## src/rtl/clk_div_multi.sv

```systemverilog
// clk_div_multi: multi-channel programmable clock/tick generator.
//
// Each channel divides clk by a runtime period (act_div) and drives a
// registered outClk that is high for act_high cycles of every period, plus
// a one-cycle tick on the last cycle of the period. New div/high values are
// captured into a shadow register on load and only moved into the active
// registers at a period boundary (or immediately while the channel is idle),
// so a running output never produces a runt pulse.
//
// Optional feature macro: CLK_DIV_SYNC_EN
//   When defined, adds input sync_in. A high sync_in restarts every running
//   channel at cnt=0 on the next edge, applies any pending shadow values as
//   at a boundary, and (because cnt restarts at 0) no tick is produced on
//   that cycle. Idle channels ignore sync_in.
//
// Counters and compares are unsigned CNT_W wide; no division is used.

module clk_div_multi #(
  parameter int NUM_CH      = 4,
  parameter int CNT_W       = 27,
  parameter int DEFAULT_DIV = 50000000
) (
  input  logic                    clk,
  input  logic                    reset,
`ifdef CLK_DIV_SYNC_EN
  input  logic                    sync_in,
`endif
  input  logic [NUM_CH-1:0]       en,
  input  logic [NUM_CH*CNT_W-1:0] div,
  input  logic [NUM_CH*CNT_W-1:0] high,
  input  logic [NUM_CH-1:0]       load,
  output logic [NUM_CH-1:0]       outClk,
  output logic [NUM_CH-1:0]       tick,
  output logic [NUM_CH-1:0]       pending
);

  // Reset values of the active registers; high time is floor(DEFAULT_DIV/2).
  localparam logic [CNT_W-1:0] DEF_DIV  = CNT_W'(DEFAULT_DIV);
  localparam logic [CNT_W-1:0] DEF_HIGH = DEF_DIV >> 1;
  localparam logic [CNT_W-1:0] ZERO     = {CNT_W{1'b0}};
  localparam logic [CNT_W-1:0] ONE      = CNT_W'(1);
  localparam logic [CNT_W-1:0] TWO      = CNT_W'(2);

  // Effective period: anything below 2 is clamped to 2 (fastest is clk/2).
  function automatic logic [CNT_W-1:0] f_eff_div(input logic [CNT_W-1:0] d);
    logic [CNT_W-1:0] r;
    if (d < TWO) begin
      r = TWO;
    end else begin
      r = d;
    end
    return r;
  endfunction

  // Effective high time: at least 1, at most one less than the period, so
  // every running channel has both a high and a low phase.
  function automatic logic [CNT_W-1:0] f_eff_high(input logic [CNT_W-1:0] h,
                                                  input logic [CNT_W-1:0] ed);
    logic [CNT_W-1:0] r;
    if (h == ZERO) begin
      r = ONE;
    end else if (h >= ed) begin
      r = ed - ONE;
    end else begin
      r = h;
    end
    return r;
  endfunction

  for (genvar i = 0; i < NUM_CH; i++) begin : g_ch

    logic             run_q,      run_d;
    logic [CNT_W-1:0] cnt_q,      cnt_d;
    logic [CNT_W-1:0] act_div_q,  act_div_d;
    logic [CNT_W-1:0] act_high_q, act_high_d;
    logic [CNT_W-1:0] sh_div_q,   sh_div_d;
    logic [CNT_W-1:0] sh_high_q,  sh_high_d;
    logic             pend_q,     pend_d;
    logic             out_q,      out_d;
    logic             tick_q,     tick_d;

    logic [CNT_W-1:0] div_in_s;
    logic [CNT_W-1:0] high_in_s;
    logic [CNT_W-1:0] last_s;
    logic [CNT_W-1:0] nxt_last_s;
    logic [CNT_W-1:0] nxt_high_s;
    logic             sync_s;
    logic             bnd_s;

    assign div_in_s  = div[i*CNT_W +: CNT_W];
    assign high_in_s = high[i*CNT_W +: CNT_W];

`ifdef CLK_DIV_SYNC_EN
    assign sync_s = sync_in & run_q;
`else
    assign sync_s = 1'b0;
`endif

    // Last count of the current period, from the active values.
    assign last_s = f_eff_div(act_div_q) - ONE;

    // Period boundary: the update point for active values (sync forces one).
    assign bnd_s = run_q & ((cnt_q == last_s) | sync_s);

    // Next-state logic: shadow capture, active update, run/count sequencing.
    always_comb begin
      sh_div_d   = sh_div_q;
      sh_high_d  = sh_high_q;
      act_div_d  = act_div_q;
      act_high_d = act_high_q;
      pend_d     = pend_q;
      run_d      = run_q;
      cnt_d      = cnt_q;

      // A load always refreshes the shadow so the latest request wins.
      if (load[i]) begin
        sh_div_d  = div_in_s;
        sh_high_d = high_in_s;
      end else begin
        sh_div_d  = sh_div_q;
        sh_high_d = sh_high_q;
      end

      // Idle or boundary: a load goes straight to the active registers;
      // otherwise an outstanding shadow is applied. Mid-period: defer.
      if (!run_q || bnd_s) begin
        if (load[i]) begin
          act_div_d  = div_in_s;
          act_high_d = high_in_s;
          pend_d     = 1'b0;
        end else if (pend_q) begin
          act_div_d  = sh_div_q;
          act_high_d = sh_high_q;
          pend_d     = 1'b0;
        end else begin
          act_div_d  = act_div_q;
          act_high_d = act_high_q;
          pend_d     = 1'b0;
        end
      end else if (load[i]) begin
        pend_d = 1'b1;
      end else begin
        pend_d = pend_q;
      end

      // Enable low stops at once; rising enable restarts the period.
      if (!en[i]) begin
        run_d = 1'b0;
        cnt_d = ZERO;
      end else if (!run_q) begin
        run_d = 1'b1;
        cnt_d = ZERO;
      end else if (bnd_s || (cnt_q >= last_s)) begin
        run_d = 1'b1;
        cnt_d = ZERO;
      end else begin
        run_d = 1'b1;
        cnt_d = cnt_q + ONE;
      end
    end

    // Effective values for the next cycle, so outputs stay aligned with cnt.
    assign nxt_last_s = f_eff_div(act_div_d) - ONE;
    assign nxt_high_s = f_eff_high(act_high_d, f_eff_div(act_div_d));

    // Registered output decode from the next-state counter and active values.
    always_comb begin
      out_d  = run_d & (cnt_d < nxt_high_s);
      tick_d = run_d & (cnt_d == nxt_last_s);
    end

    // Channel state registers with synchronous reset.
    always_ff @(posedge clk) begin
      if (reset) begin
        run_q      <= 1'b0;
        cnt_q      <= ZERO;
        act_div_q  <= DEF_DIV;
        act_high_q <= DEF_HIGH;
        sh_div_q   <= DEF_DIV;
        sh_high_q  <= DEF_HIGH;
        pend_q     <= 1'b0;
        out_q      <= 1'b0;
        tick_q     <= 1'b0;
      end else begin
        run_q      <= run_d;
        cnt_q      <= cnt_d;
        act_div_q  <= act_div_d;
        act_high_q <= act_high_d;
        sh_div_q   <= sh_div_d;
        sh_high_q  <= sh_high_d;
        pend_q     <= pend_d;
        out_q      <= out_d;
        tick_q     <= tick_d;
      end
    end

    assign outClk[i]  = out_q;
    assign tick[i]    = tick_q;
    assign pending[i] = pend_q;

  end : g_ch

endmodule : clk_div_multi

```

## config.mk

```make
export PLATFORM = sky130hd
export DESIGN_NAME = clk_div_multi
export DESIGN_NICKNAME = d
export VERILOG_FILES = /design/src/rtl/clk_div_multi.sv
export SDC_FILE = /design/constraint.sdc
export NUM_CORES = 2
export LEC_CHECK = 0
export ABC_AREA = 1
export BUFFER_PORTS_ARGS = -buffer_cell sky130_fd_sc_hd__buf_2
export CAP_MARGIN = 20
export CORE_UTILIZATION = 25
export CTS_BUF_LIST = sky130_fd_sc_hd__clkbuf_8 sky130_fd_sc_hd__clkbuf_16
export CTS_CLUSTER_DIAMETER = 50
export DETAILED_ROUTE_END_ITERATION = 12
export PLACE_DENSITY = 0.37
export SKIP_CTS_REPAIR_TIMING = 1
export SLEW_MARGIN = 20
export SYNTH_ARGS = -nofsm -noshare
export SYNTH_HDL_FRONTEND = slang
export SYNTH_SLANG_ARGS = --single-unit
```

## constraint.sdc

```tcl
create_clock -name clk -period 24.3 [get_ports clk]
set_input_delay 3.645 -clock clk [delete_from_list [all_inputs] [get_ports clk]]
set_output_delay 3.645 -clock clk [all_outputs]
set_load 0.005 [all_outputs]
```

==> flow_metrics.py <==
metrics = {
    "outcome": {
        "outcome": "completed",
    },
    "sta": {
        "rsz0062_at_grt": "false",
        "timing.final.crit_share_pct": 47.39,
        "setup_viol": 0,
        "period_minus_slack_ns": 11.52,
        "hold_viol": 0,
        "max-slew-margin-rel_pct": 29.19,
        "drv_slew": 0,
        "max_freq_mhz": 86.84,
        "fin_tns_setup_ns": 0,
        "skew_ns": 0.03453,
        "worst_pin_slew_ns": 1.060,
    },
    "cts": {
        "ctsHtreeMaxLevel": 3,
        "tritoncts": "done",
        "cts_buffers": 106,
        "clockBufferDepth": 3,
        "cts.sinks": 556,
        "root_buffer": "clkbuf_16",
        "path_clk_slew_ns": 0.05,
        "insertion_delay_ns": 0.73,
    },
    "critical_path": {
        "timing.rr.end": "g_ch[2].out_q$_SDFF_PP0_",
        "rr_worst_depth": 45,
        "critPathMaxStageDelay_ns": 0.86,
        "crit_fanout": 49,
        "arrival_ns": 12.10,
        "crit_required_ns": 24.88,
        "path_common_cell": "nand2_1",
        "worstSetupEndpointType": "flip-flop",
        "critical-path-slowest-cell": "clkinv_1",
        "worstSetupPathType": "flip-flop to flip-flop",
        "start_kind": "flip-flop",
        "r2r_start": "g_ch[2].act_div_q[18]$_SDFF_PP0_",
        "rrSetupSlack_ns": 12.78,
    },
    "yosys": {
        "yosysWarningCount": 0,
        "seq_area_frac_synth_pct": 27.24,
        "async_flop_share_pct": 0,
        "synth_cells": 6100,
        "synth.distinct_cells": 69,
        "avgSynthCellArea_sq_um": 6.698,
        "ys.flop_type": "dfxtp_1",
        "netlist_top_cells_count": "nand2_1 (1393), nor2_1 (745), inv_1 (669), dfxtp_1 (556), nand3_1 (401)",
        "synth.most_common_cell": "nand2_1",
        "synth.cell_area_sq_um": 40860,
        "syn_nets": 6658,
        "ys_ff_latch": 556,
        "synth_area_leaders": "dfxtp_1 (27%), nand2_1 (13%), ha_1 (10%)",
        "synth_top_area_share_pct": 27.24,
        "synth_top_cell_by_area": "dfxtp_1",
        "synth_edf_count": 0,
    },
    "detailed_routing": {
        "firstDrtPassIters": 7,
        "routed_wirelength_um": 171100,
        "antenna_left": 0,
        "drc": 0,
        "viasPerCell": 4.731,
        "avgRoutedWirePerCell_um": 20.06,
        "initialDrtViolationCount": 2520,
        "num_vias": 40340,
    },
    "job": {
        "cap_viol_max_count": 0,
    },
    "pwr": {
        "pwr-share-clk_pct": 47.9,
        "internal-power_mw": 2.213,
        "power_mw": 3.330,
        "combPwrFrac_pct": 22.3,
        "p_per_area_nw_per_um2": 69.57,
        "switchingPower_mw": 1.117,
        "p_sw_share_pct": 33.54,
        "power.leakage_nw": 22.10,
        "peakVddDrop_mv": 0.04908,
        "seqPwrFrac_pct": 29.9,
    },
    "worst_hold_path": {
        "hp-start": "g_ch[3].sh_div_q[17]$_SDFFE_PP1P_",
        "hp-class": "flip-flop to flip-flop",
        "min_to": "g_ch[3].sh_div_q[17]$_SDFFE_PP1P_",
        "hold_path_depth": 2,
    },
    "die": {
        "die_h_um": 406.3,
        "core-area_sq_um": 161300,
        "num_rows": 147,
        "ioPinCount": 238,
        "die_x_um": 406.3,
        "initial_core_util_pct": 25.33,
        "fp.dieArea_sq_um": 165000,
    },
    "finish": {
        "post-route-util_pct": 29.67,
        "final_cell_area_sq_um": 47860,
        "fillers": 17930,
        "regArea_sq_um": 11130,
        "syn2layout_area_growth_pct": 17.15,
        "fin_nets": 6830,
        "multiInputGateArea_sq_um": 25950,
        "drive_gt1_share_pct": 10.78,
    },
    "place": {
        "dp_hpwl_um": 137300,
        "place.gp.congestion": 0.8978,
        "io_buffers": 237,
        "dpl_cell_area_sq_um": 44030,
    },
    "global_route": {
        "grt_pass1_wl_um": 253600,
        "grt_start_max_net_pins": 75,
        "grt_pass1_vias": 39400,
        "antenna_found_initial": 17,
        "grt_overflow": 0,
        "grt_usage_pct": 20.42,
    },
}
-- layer usage --
metal	wire [um]	GRT usage, %
met3	8740	3.376
met1	83340	28.52
met4	4136	5.680
met5	60	0
met2	74780	32.05
-- power groups by stage --
| stage | Clock, mW | Sequential [mW] | Combinational (mW) |
|---|---|---|---|
| after floorplan | 0 | 1.00 | 0.508 |
| after global placement | 0 | 1.01 | 0.745 |
| after detailed placement | 0 | 1.01 | 0.743 |
| after CTS | 1.64 | 0.994 | 0.747 |
| after global routing | 1.68 | 1.00 | 0.836 |
| final | 1.59 | 0.994 | 0.742 |
-- cells by family (layout without fill, tap and decap cells) --
logic type               Yosys count  count (layout)  synth area share, %
buffers and inverters            928            1193                9.246
XOR/XNOR                         246             246                5.344
AO/OA/AOI/OAI                    854             854                12.11
multiplexers                     136             136                3.332
adder cells (fa/ha/maj)          332             332                10.17
flip-flops                       556             556                27.24
AND/OR/NAND/NOR                 3048            3048                32.56
other                              0               3                    0
-- worst max path at each step --
stage	start	cells past startpoint	endpoint	slack, ns
after floorplan	g_ch[2].act_div_q[18]$_SDFF_PP0_	52	g_ch[2].out_q$_SDFF_PP0_	15.99
after global placement	load[2]	29	g_ch[2].out_q$_SDFF_PP0_	12.49
after CTS	g_ch[2].act_div_q[18]$_SDFF_PP0_	45	g_ch[2].out_q$_SDFF_PP0_	12.72
final	g_ch[2].act_div_q[18]$_SDFF_PP0_	45	g_ch[2].out_q$_SDFF_PP0_	12.78
after global routing	g_ch[2].act_div_q[18]$_SDFF_PP0_	45	g_ch[2].out_q$_SDFF_PP0_	11.71
after detailed placement	load[2]	27	g_ch[2].out_q$_SDFF_PP0_	12.36
-- area by class of cell --
class / count / share of cell area (%)
multi-input combinational: 4616 / 54.23
sequential: 556 / 23.26
clock buffer: 120 / 5.968
tap: 2160 / 5.647
inverter: 704 / 5.540
timing repair buffer: 288 / 3.315
clock inverter: 81 / 2.021
antenna: 3 / 0.01569
-- worst max-delay path, delay by kind of cell (launching register included) --
| kind | cells | cell delay, ns |
|---|---|---|
| AND/OR/NAND/NOR | 32 | 7.70 |
| adder cells (fa/ha/maj) | 4 | 1.11 |
| buffers and inverters | 4 | 1.06 |
| AO/OA/AOI/OAI | 4 | 0.95 |
| flip-flops | 1 | 0.39 |
| XOR/XNOR | 1 | 0.10 |
-- cells in the final DEF, fill, tap and decap left out, types with 14 or more instances in the layout --
| cell type | netlist | layout |
|---|---|---|
| nand2_1 | 1393 | 1393 |
| nor2_1 | 745 | 745 |
| inv_1 | 669 | 677 |
| dfxtp_1 | 556 | 553 |
| nand3_1 | 401 | 401 |
| ha_1 | 332 | 332 |
| a21oi_1 | 308 | 308 |
| o21ai_0 | 279 | 279 |
| buf_2 | 58 | 233 |
| xor2_1 | 208 | 208 |
| nand4_1 | 165 | 165 |
| mux2i_1 | 136 | 136 |
| nor3_1 | 131 | 131 |
| clkbuf_16 | 0 | 107 |
| nor4_1 | 60 | 60 |
| buf_4 | 24 | 54 |
| o211ai_1 | 45 | 45 |
| o21ai_2 | 39 | 38 |
| a21boi_0 | 36 | 36 |
| o21ai_1 | 36 | 36 |
| xnor2_1 | 36 | 36 |
| nand2_2 | 33 | 33 |
| a211oi_1 | 33 | 33 |
| inv_2 | 30 | 29 |
| or2_2 | 28 | 28 |
| nor2_2 | 25 | 25 |
| inv_6 | 0 | 21 |
| nor2_4 | 15 | 15 |
| bufinv_16 | 0 | 15 |
| a31oi_1 | 14 | 14 |
| o22ai_1 | 14 | 14 |
-- sequential cells by signal, indices dropped and copies added, names as in the netlist --
signal	count
g_ch.sh_high_q	108
g_ch.act_high_q	108
g_ch.tick_q	4
g_ch.out_q	4
g_ch.sh_div_q	108
g_ch.pend_q	4
g_ch.act_div_q	108
g_ch.run_q	4
g_ch.cnt_q	108
-- per-stage QoR --
| stage | hold slack [ns] | worst slack [ns] | cells |
|---|---|---|---|
| 2_1_floorplan | 0.4191 | 15.99 | 6100 |
| 3_3_place_gp | 0.4333 | 12.49 | 8324 |
| 3_5_place_dp | 0.4401 | 12.36 | 8324 |
| 4_1_cts | 0.4546 | 12.72 | 8525 |
| 5_1_grt | 0.4758 | 11.71 | 8526 |
| 6_report | 0.4497 | 12.78 | 8528 |
(Power assumes the default switching activity.)
